**config.mk**
```make
export PLATFORM = sky130hd
export DESIGN_NAME = translation_tlb
export DESIGN_NICKNAME = d
export VERILOG_FILES = /design/src/rtl/translation_tlb.sv
export SDC_FILE = /design/constraint.sdc
export NUM_CORES = 1
export LEC_CHECK = 0
export CORE_ASPECT_RATIO = 1.25
export CORE_MARGIN = 5
export CORE_UTILIZATION = 56
export DETAILED_ROUTE_END_ITERATION = 12
export GPL_TIMING_DRIVEN = 1
export PLACE_DENSITY = 0.8
export SLEW_MARGIN = 0
export SYNTH_ARGS = -nofsm -noshare
export SYNTH_HDL_FRONTEND = slang
export SYNTH_SLANG_ARGS = --single-unit
```
**constraint.sdc**
```tcl
create_clock -name clk -period 6.7 [get_ports clk]
set_input_delay 2.01 -clock clk [delete_from_list [all_inputs] [get_ports clk]]
set_output_delay 2.01 -clock clk [all_outputs]
set_load 0.02 [all_outputs]
```
**src/rtl/translation_tlb.sv**
```systemverilog
// Virtual-to-physical translation stage with a fully-associative TLB.
// Arbitrates read/write requests, walks pages on a miss and fills the TLB from the walk response.
module translation_tlb #(
  parameter int VA_W       = 32,
  parameter int PA_W       = 32,
  parameter int TAG_W      = 3,
  parameter int PAGE_SHIFT = 12,
  parameter int ENTRIES    = 8
) (
  input  logic                       clk,
  input  logic                       reset_,
  input  logic [TAG_W+8+VA_W-1:0]    axis_ird_tdata,
  input  logic                       axis_ird_tvalid,
  output logic                       axis_ird_tready,
  input  logic [TAG_W+8+VA_W-1:0]    axis_iwr_tdata,
  input  logic                       axis_iwr_tvalid,
  output logic                       axis_iwr_tready,
  output logic [PA_W:0]              axis_ord_tdata,
  output logic                       axis_ord_tvalid,
  input  logic                       axis_ord_tready,
  output logic [PA_W:0]              axis_owr_tdata,
  output logic                       axis_owr_tvalid,
  input  logic                       axis_owr_tready,
  output logic [VA_W-PAGE_SHIFT-1:0] walk_req_tdata,
  output logic                       walk_req_tvalid,
  input  logic                       walk_req_tready,
  input  logic [PA_W-PAGE_SHIFT:0]   walk_rsp_tdata,
  input  logic                       walk_rsp_tvalid,
  output logic                       walk_rsp_tready,
  input  logic                       flush,
  output logic [31:0]                hit_cnt,
  output logic [31:0]                miss_cnt
);

  localparam int VPN_W = VA_W - PAGE_SHIFT;
  localparam int PPN_W = PA_W - PAGE_SHIFT;
  localparam int REQ_W = TAG_W + 8 + VA_W;
  localparam int IDX_W = $clog2(ENTRIES);

  typedef enum logic [2:0] {
    S_IDLE, S_CHECK, S_WALK_REQ, S_WALK_RSP, S_RESP
  } state_t;

  state_t                 state_q;
  logic                   prio_q;      // 0: read favoured on contention
  logic                   req_wr_q;
  logic [VA_W-1:0]        req_va_q;
  logic [PA_W:0]          res_q;
  logic [ENTRIES-1:0]     valid_q;
  logic [VPN_W-1:0]       vpn_q [ENTRIES];
  logic [PPN_W-1:0]       ppn_q [ENTRIES];
  logic [IDX_W-1:0]       victim_q;
  logic                   ord_vld_q, owr_vld_q;
  logic [PA_W:0]          ord_data_q, owr_data_q;
  logic [31:0]            hit_cnt_q, miss_cnt_q;

  logic                   in_idle, rd_elig, wr_elig, grant_rd, grant_wr;
  logic [VA_W-1:0]        req_va_d;
  logic [VPN_W-1:0]       req_vpn;
  logic [PAGE_SHIFT-1:0]  req_off;
  logic [ENTRIES-1:0]     hit_vec;
  logic [PPN_W-1:0]       hit_ppn;
  logic                   hit;
  logic                   has_free;
  logic [IDX_W-1:0]       free_idx, fill_idx;
  logic                   rsp_ok, rsp_fire, fill_en;
  logic [PPN_W-1:0]       rsp_ppn;
  logic                   unused_req_bits;

  // tag and len ride along with the request but do not affect translation
  assign unused_req_bits = ^{axis_ird_tdata[REQ_W-1:VA_W], axis_iwr_tdata[REQ_W-1:VA_W]};

  assign in_idle  = (state_q == S_IDLE) && reset_;
  assign rd_elig  = axis_ird_tvalid && !ord_vld_q;
  assign wr_elig  = axis_iwr_tvalid && !owr_vld_q;
  assign grant_rd = in_idle && rd_elig && (!wr_elig || !prio_q);
  assign grant_wr = in_idle && wr_elig && (!rd_elig || prio_q);
  assign req_va_d = grant_wr ? axis_iwr_tdata[VA_W-1:0] : axis_ird_tdata[VA_W-1:0];

  assign req_vpn  = req_va_q[VA_W-1:PAGE_SHIFT];
  assign req_off  = req_va_q[PAGE_SHIFT-1:0];

  always_comb begin
    hit_vec = '0;
    hit_ppn = '0;
    for (int i = 0; i < ENTRIES; i++) begin
      if (valid_q[i] && (vpn_q[i] == req_vpn)) begin
        hit_vec[i] = 1'b1;
        hit_ppn    = hit_ppn | ppn_q[i];
      end
    end
  end

  // A flush in the compare cycle must not let a soon-to-be-invalid entry hit
  assign hit = (|hit_vec) && !flush;

  always_comb begin
    has_free = 1'b0;
    free_idx = '0;
    for (int i = ENTRIES - 1; i >= 0; i--) begin
      if (!valid_q[i]) begin
        has_free = 1'b1;
        free_idx = IDX_W'(i);
      end
    end
  end

  assign fill_idx = has_free ? free_idx : victim_q;
  assign rsp_ok   = walk_rsp_tdata[PPN_W];
  assign rsp_ppn  = walk_rsp_tdata[PPN_W-1:0];
  assign rsp_fire = (state_q == S_WALK_RSP) && walk_rsp_tvalid;
  assign fill_en  = rsp_fire && rsp_ok && !flush;

  always_ff @(posedge clk) begin
    if (fill_en) begin
      vpn_q[fill_idx] <= req_vpn;
      ppn_q[fill_idx] <= rsp_ppn;
    end
  end

  always_ff @(posedge clk or negedge reset_) begin
    if (!reset_) begin
      state_q    <= S_IDLE;
      prio_q     <= 1'b0;
      req_wr_q   <= 1'b0;
      req_va_q   <= '0;
      res_q      <= '0;
      valid_q    <= '0;
      victim_q   <= '0;
      ord_vld_q  <= 1'b0;
      owr_vld_q  <= 1'b0;
      ord_data_q <= '0;
      owr_data_q <= '0;
      hit_cnt_q  <= '0;
      miss_cnt_q <= '0;
    end else begin
      if (ord_vld_q && axis_ord_tready) begin
        ord_vld_q  <= 1'b0;
        ord_data_q <= '0;
      end
      if (owr_vld_q && axis_owr_tready) begin
        owr_vld_q  <= 1'b0;
        owr_data_q <= '0;
      end

      if (flush) begin
        valid_q  <= '0;
        victim_q <= '0;
      end else if (fill_en) begin
        valid_q[fill_idx] <= 1'b1;
        if (!has_free) victim_q <= victim_q + 1'b1;
      end

      case (state_q)
        S_IDLE: begin
          if (grant_rd || grant_wr) begin
            req_wr_q <= grant_wr;
            req_va_q <= req_va_d;
            prio_q   <= !prio_q;
            state_q  <= S_CHECK;
          end
        end
        S_CHECK: begin
          if (hit) begin
            if (req_wr_q) begin
              owr_vld_q  <= 1'b1;
              owr_data_q <= {1'b0, hit_ppn, req_off};
            end else begin
              ord_vld_q  <= 1'b1;
              ord_data_q <= {1'b0, hit_ppn, req_off};
            end
            if (hit_cnt_q != 32'hFFFF_FFFF) hit_cnt_q <= hit_cnt_q + 32'd1;
            state_q <= S_IDLE;
          end else begin
            if (miss_cnt_q != 32'hFFFF_FFFF) miss_cnt_q <= miss_cnt_q + 32'd1;
            state_q <= S_WALK_REQ;
          end
        end
        S_WALK_REQ: begin
          if (walk_req_tready) state_q <= S_WALK_RSP;
        end
        S_WALK_RSP: begin
          if (walk_rsp_tvalid) begin
            res_q   <= rsp_ok ? {1'b0, rsp_ppn, req_off} : {1'b1, {PA_W{1'b0}}};
            state_q <= S_RESP;
          end
        end
        S_RESP: begin
          // The originating channel's output register was empty at grant and nothing else writes it
          if (req_wr_q) begin
            owr_vld_q  <= 1'b1;
            owr_data_q <= res_q;
          end else begin
            ord_vld_q  <= 1'b1;
            ord_data_q <= res_q;
          end
          state_q <= S_IDLE;
        end
        default: state_q <= S_IDLE;
      endcase
    end
  end

  assign axis_ird_tready = grant_rd;
  assign axis_iwr_tready = grant_wr;
  assign axis_ord_tvalid = ord_vld_q;
  assign axis_ord_tdata  = ord_data_q;
  assign axis_owr_tvalid = owr_vld_q;
  assign axis_owr_tdata  = owr_data_q;
  assign walk_req_tvalid = (state_q == S_WALK_REQ);
  assign walk_req_tdata  = req_vpn;
  assign walk_rsp_tready = (state_q == S_WALK_RSP);
  assign hit_cnt         = hit_cnt_q;
  assign miss_cnt        = miss_cnt_q;

endmodule

```
==> flow_summary_export.csv <==
group,metric,value,unit
run_status,status,"completed",
worst_setup_path,cp_slowest_cell,"clkdlybuf4s50_1",
synth,synth-main-ff-cell,"edfxtp_1",
worst_setup_path,worstPathCellList,"clkdlybuf4s50_1 -> nor2b_1 -> o21ai_0 -> nor2_4 -> clkdlybuf4s50_1",
power_and_ir_drop,combPwrFrac,22.9,%
synth,syn_nets,1856,
power_and_ir_drop,netSwitchingFraction,31.6,%
floorplan,start_util,56.4,%
synth,async_flop_share,40.0,%
worst_setup_path,crit_path_start,"axis_iwr_tvalid",
timing,setup_viol,0,
synth,ys_types,55,
timing,finalCritPeriodShare,87.8,%
worst_setup_path,rr_startpoint,"req_va_q[31]",
floorplan,ios,272,
synth,syn_avg_cell_area,13.0,um2
worst_setup_path,crit_fanout,3,
finish,layout-drive-gt1-share,7.96,%
routing,routedWlPerCell,22.6,um
routing,first_pass_iters,6,
worst_setup_path,r2r_slack,1.79,ns
synth,synth_cells,1737,
routing,vias,15134,
timing,relSlewSlack,20.9,%
clock_network,clk_latency,0.57,ns
synth,synth-edff-count,320,
clock_network,clock-sinks,533,
synth,ys_seq_area_share,66.2,%
min_path,hp-class,"flop to flop",
floorplan,die_h,234,um
global_routing,antenna_found_initial,5,
synth,yosys_warnings,0,
synth,syn_area,0.0226,mm2
clock_network,cts_tree,"built",
min_path,hold_depth,2,
place,dp_cells,2410,
power_and_ir_drop,power,9.59,mW
worst_setup_path,critPathKind,"input port to primary output",
finish,layoutNonFillerInstCount,2505,
timing,worst_slew_pin_slew,1.18,ns
place,io_buffer_count,249,
finish,syn_to_final_growth,19.9,%
clock_network,cts_buffer_depth,3,
global_routing,grt_max_degree,72,
synth,ys_ff_latch,533,
min_path,min_from,"axis_owr_tdata[11]",
routing,routed_wl,56600,um
timing,timing.fmax,0.170,GHz
job,maxCapViolations,0,
floorplan,row_count,82,
power_and_ir_drop,power_frac_clock,28.7,%
clock_network,cts_setup_buffers,0,
timing,fin_crit,5.88,ns
clock_network,cts.clk_slew.worst_paths,0.06,ns
routing,dr.first_iter.drc_count,1296,
timing,finalMaxSlewViolations,0,
clock_network,cts-root-buf,"clkbuf_16",
clock_network,cts-resized-gates,0,
floorplan,core_area,0.0400,mm2
finish,fillers,2722,
clock_network,htree_num_levels,2,
power_and_ir_drop,pwr-share-seq,48.4,%
finish,final_common_cell,"edfxtp_1",
finish,final_cell_mix,"320 x edfxtp_1, 248 x clkdlybuf4s50_1, 218 x nand2_1",
timing,tns,0,ns
power_and_ir_drop,p_sw,3.03,mW
power_and_ir_drop,worst_ir_drop_vdd,0.292,mV
place,place_congestion,0.863,
floorplan,fp.dieArea,0.0445,mm2
worst_setup_path,critPathArrivalTime,3.87,ns
worst_setup_path,ff2ff_path_depth,11,
power_and_ir_drop,p_int,6.56,mW
timing,final-hold-violation-count,0,
worst_setup_path,cpPeakStageDelay,0.67,ns
worst_setup_path,worstPathRequired,4.69,ns
place,dp_hpwl,37600,um
routing,viasPerCell,6.04,
global_routing,grt_pass1_wl,87200,um
worst_setup_path,worstSetupEndpointType,"primary output",
power_and_ir_drop,p_leak,10.2,nW
power_and_ir_drop,p_per_area,354,mW/mm2
timing,clock_skew,0.0207,ns
global_routing,overflow,0,
timing,rsz0062_at_grt,"no",
routing,postRouteAntennaNets,0,
finish,final_nets,2076,
clock_network,ctsHoldBuffers,0,
timing,holdWs,0.467,ns
worst_setup_path,critPathMostFrequentCell,"clkdlybuf4s50_1",
floorplan,die_w,190,um
global_routing,grt_pass1_vias,15299,
routing,drc_errors,0,
worst_setup_path,critPathLaunchType,"input port",
clock_network,numCtsBuffers,49,
global_routing,grtUsageTotal,25.0,%
-- per-layer routing --
metal / GRT usage, % / routed length [um] / up-vias
met4: 8.23 / 1600 / 4
met5: 0 / 20 / -
met1: 31.4 / 21400 / 7521
met2: 44.2 / 29000 / 695
li1: - / - / 6802
met3: 4.88 / 4590 / 112
-- per-stage QoR --
| stage | instance area [um2] | setup WS (ns) | util (%) |
|---|---|---|---|
| floorplan | 22600 | 0.677 | - |
| global placement | 25500 | 0.811 | 63.6 |
| detailed placement | 25500 | 0.819 | 63.6 |
| CTS | 27100 | 0.805 | 67.6 |
| global route | 27100 | 0.750 | 67.7 |
| finish | 27100 | 0.818 | 67.7 |
-- Yosys cell counts, types with 3 or more instances --
master,instances,area [um2]
clkbuf_1,57,214
a21o_1,8,60.1
buf_1,6,22.5
edfxtp_1,320,9610
nand2b_1,5,31.3
inv_1,11,41.3
nor2b_1,4,25.0
xor2_1,72,631
nand2_1,218,818
o21ai_0,43,215
o221ai_1,9,78.8
o21ai_1,3,15.0
buf_2,18,90.1
a221oi_1,20,175
nor3_2,4,40.0
o211ai_1,22,165
xnor2_1,152,1330
and4_1,7,61.3
nor4_1,21,131
nor2_1,71,267
ha_1,3,37.5
a22oi_1,46,345
mux2i_1,34,340
nor3b_1,3,22.5
nand4_1,67,419
a22o_1,23,201
buf_4,38,285
a31o_2,10,87.6
dfrtp_1,213,5330
a211oi_1,3,22.5
a221o_1,18,180
a21oi_1,51,255
and3_1,27,169
nor4_4,4,85.1
nand3_1,82,410
nor3_1,15,75.1
and2_1,5,31.3
-- critical path: cells and delay by family --
family,cells,cell delay (ns)
AOI/OAI and AO/OA,1,0.24
buffers and inverters,2,1.12
and+or+nand+nor,2,0.49
-- cells by family after synthesis --
| family | count (synthesis) | share of synthesized area, % |
|---|---|---|
| and+or+nand+nor | 540 | 11.7 |
| DFF | 533 | 66.2 |
| AOI/OAI and AO/OA | 268 | 8.62 |
| xor gates and xnor gates | 224 | 8.69 |
| buffers and inverters | 133 | 3.01 |
| muxes | 36 | 1.61 |
| adders and majority gates | 3 | 0.166 |
-- worst paths after layout --
check,end
min in group asynchronous,hit_cnt[16]
max in group asynchronous,hit_cnt[9]
max,axis_iwr_tready
max reg2reg,axis_owr_tdata[26]
min reg2reg,axis_owr_tdata[11]
min,axis_owr_tdata[11]
-- sequential cells by signal, indices dropped and copies added, names as in the netlist --
signal           cells
vpn_q              160
axis_owr_tdata      33
victim_q             3
axis_owr_tvalid      1
valid_q              8
axis_ord_tdata      33
hit_cnt             32
ppn_q              160
miss_cnt            32
req_va_q            32
req_wr_q             1
state_q              3
prio_q               1
axis_ord_tvalid      1
res_q               33
-- layout make-up --
class | instances | area, um2 | share of cell area (%)
Antenna cell | 4 | 10.0 | 0.0370
Clock inverter | 25 | 214 | 0.790
Tap cell | 504 | 631 | 2.33
Inverter | 12 | 45.0 | 0.166
Clock buffer | 66 | 1390 | 5.12
Sequential cell | 533 | 14900 | 55.2
Multi-Input combinational cell | 1071 | 7030 | 26.0
Timing Repair Buffer | 290 | 2820 | 10.4
-- power by group through the flow --
stage | clock network, mW | logic [mW] | registers (mW)
after floorplan | 0 | 1.42 | 4.51
after global placement | 0 | 2.12 | 4.68
after detailed placement | 0 | 2.20 | 4.71
after CTS | 2.79 | 2.21 | 4.64
final | 2.75 | 2.20 | 4.64
after global routing | 2.94 | 2.38 | 4.70
Power figures use the tool's default switching activity.
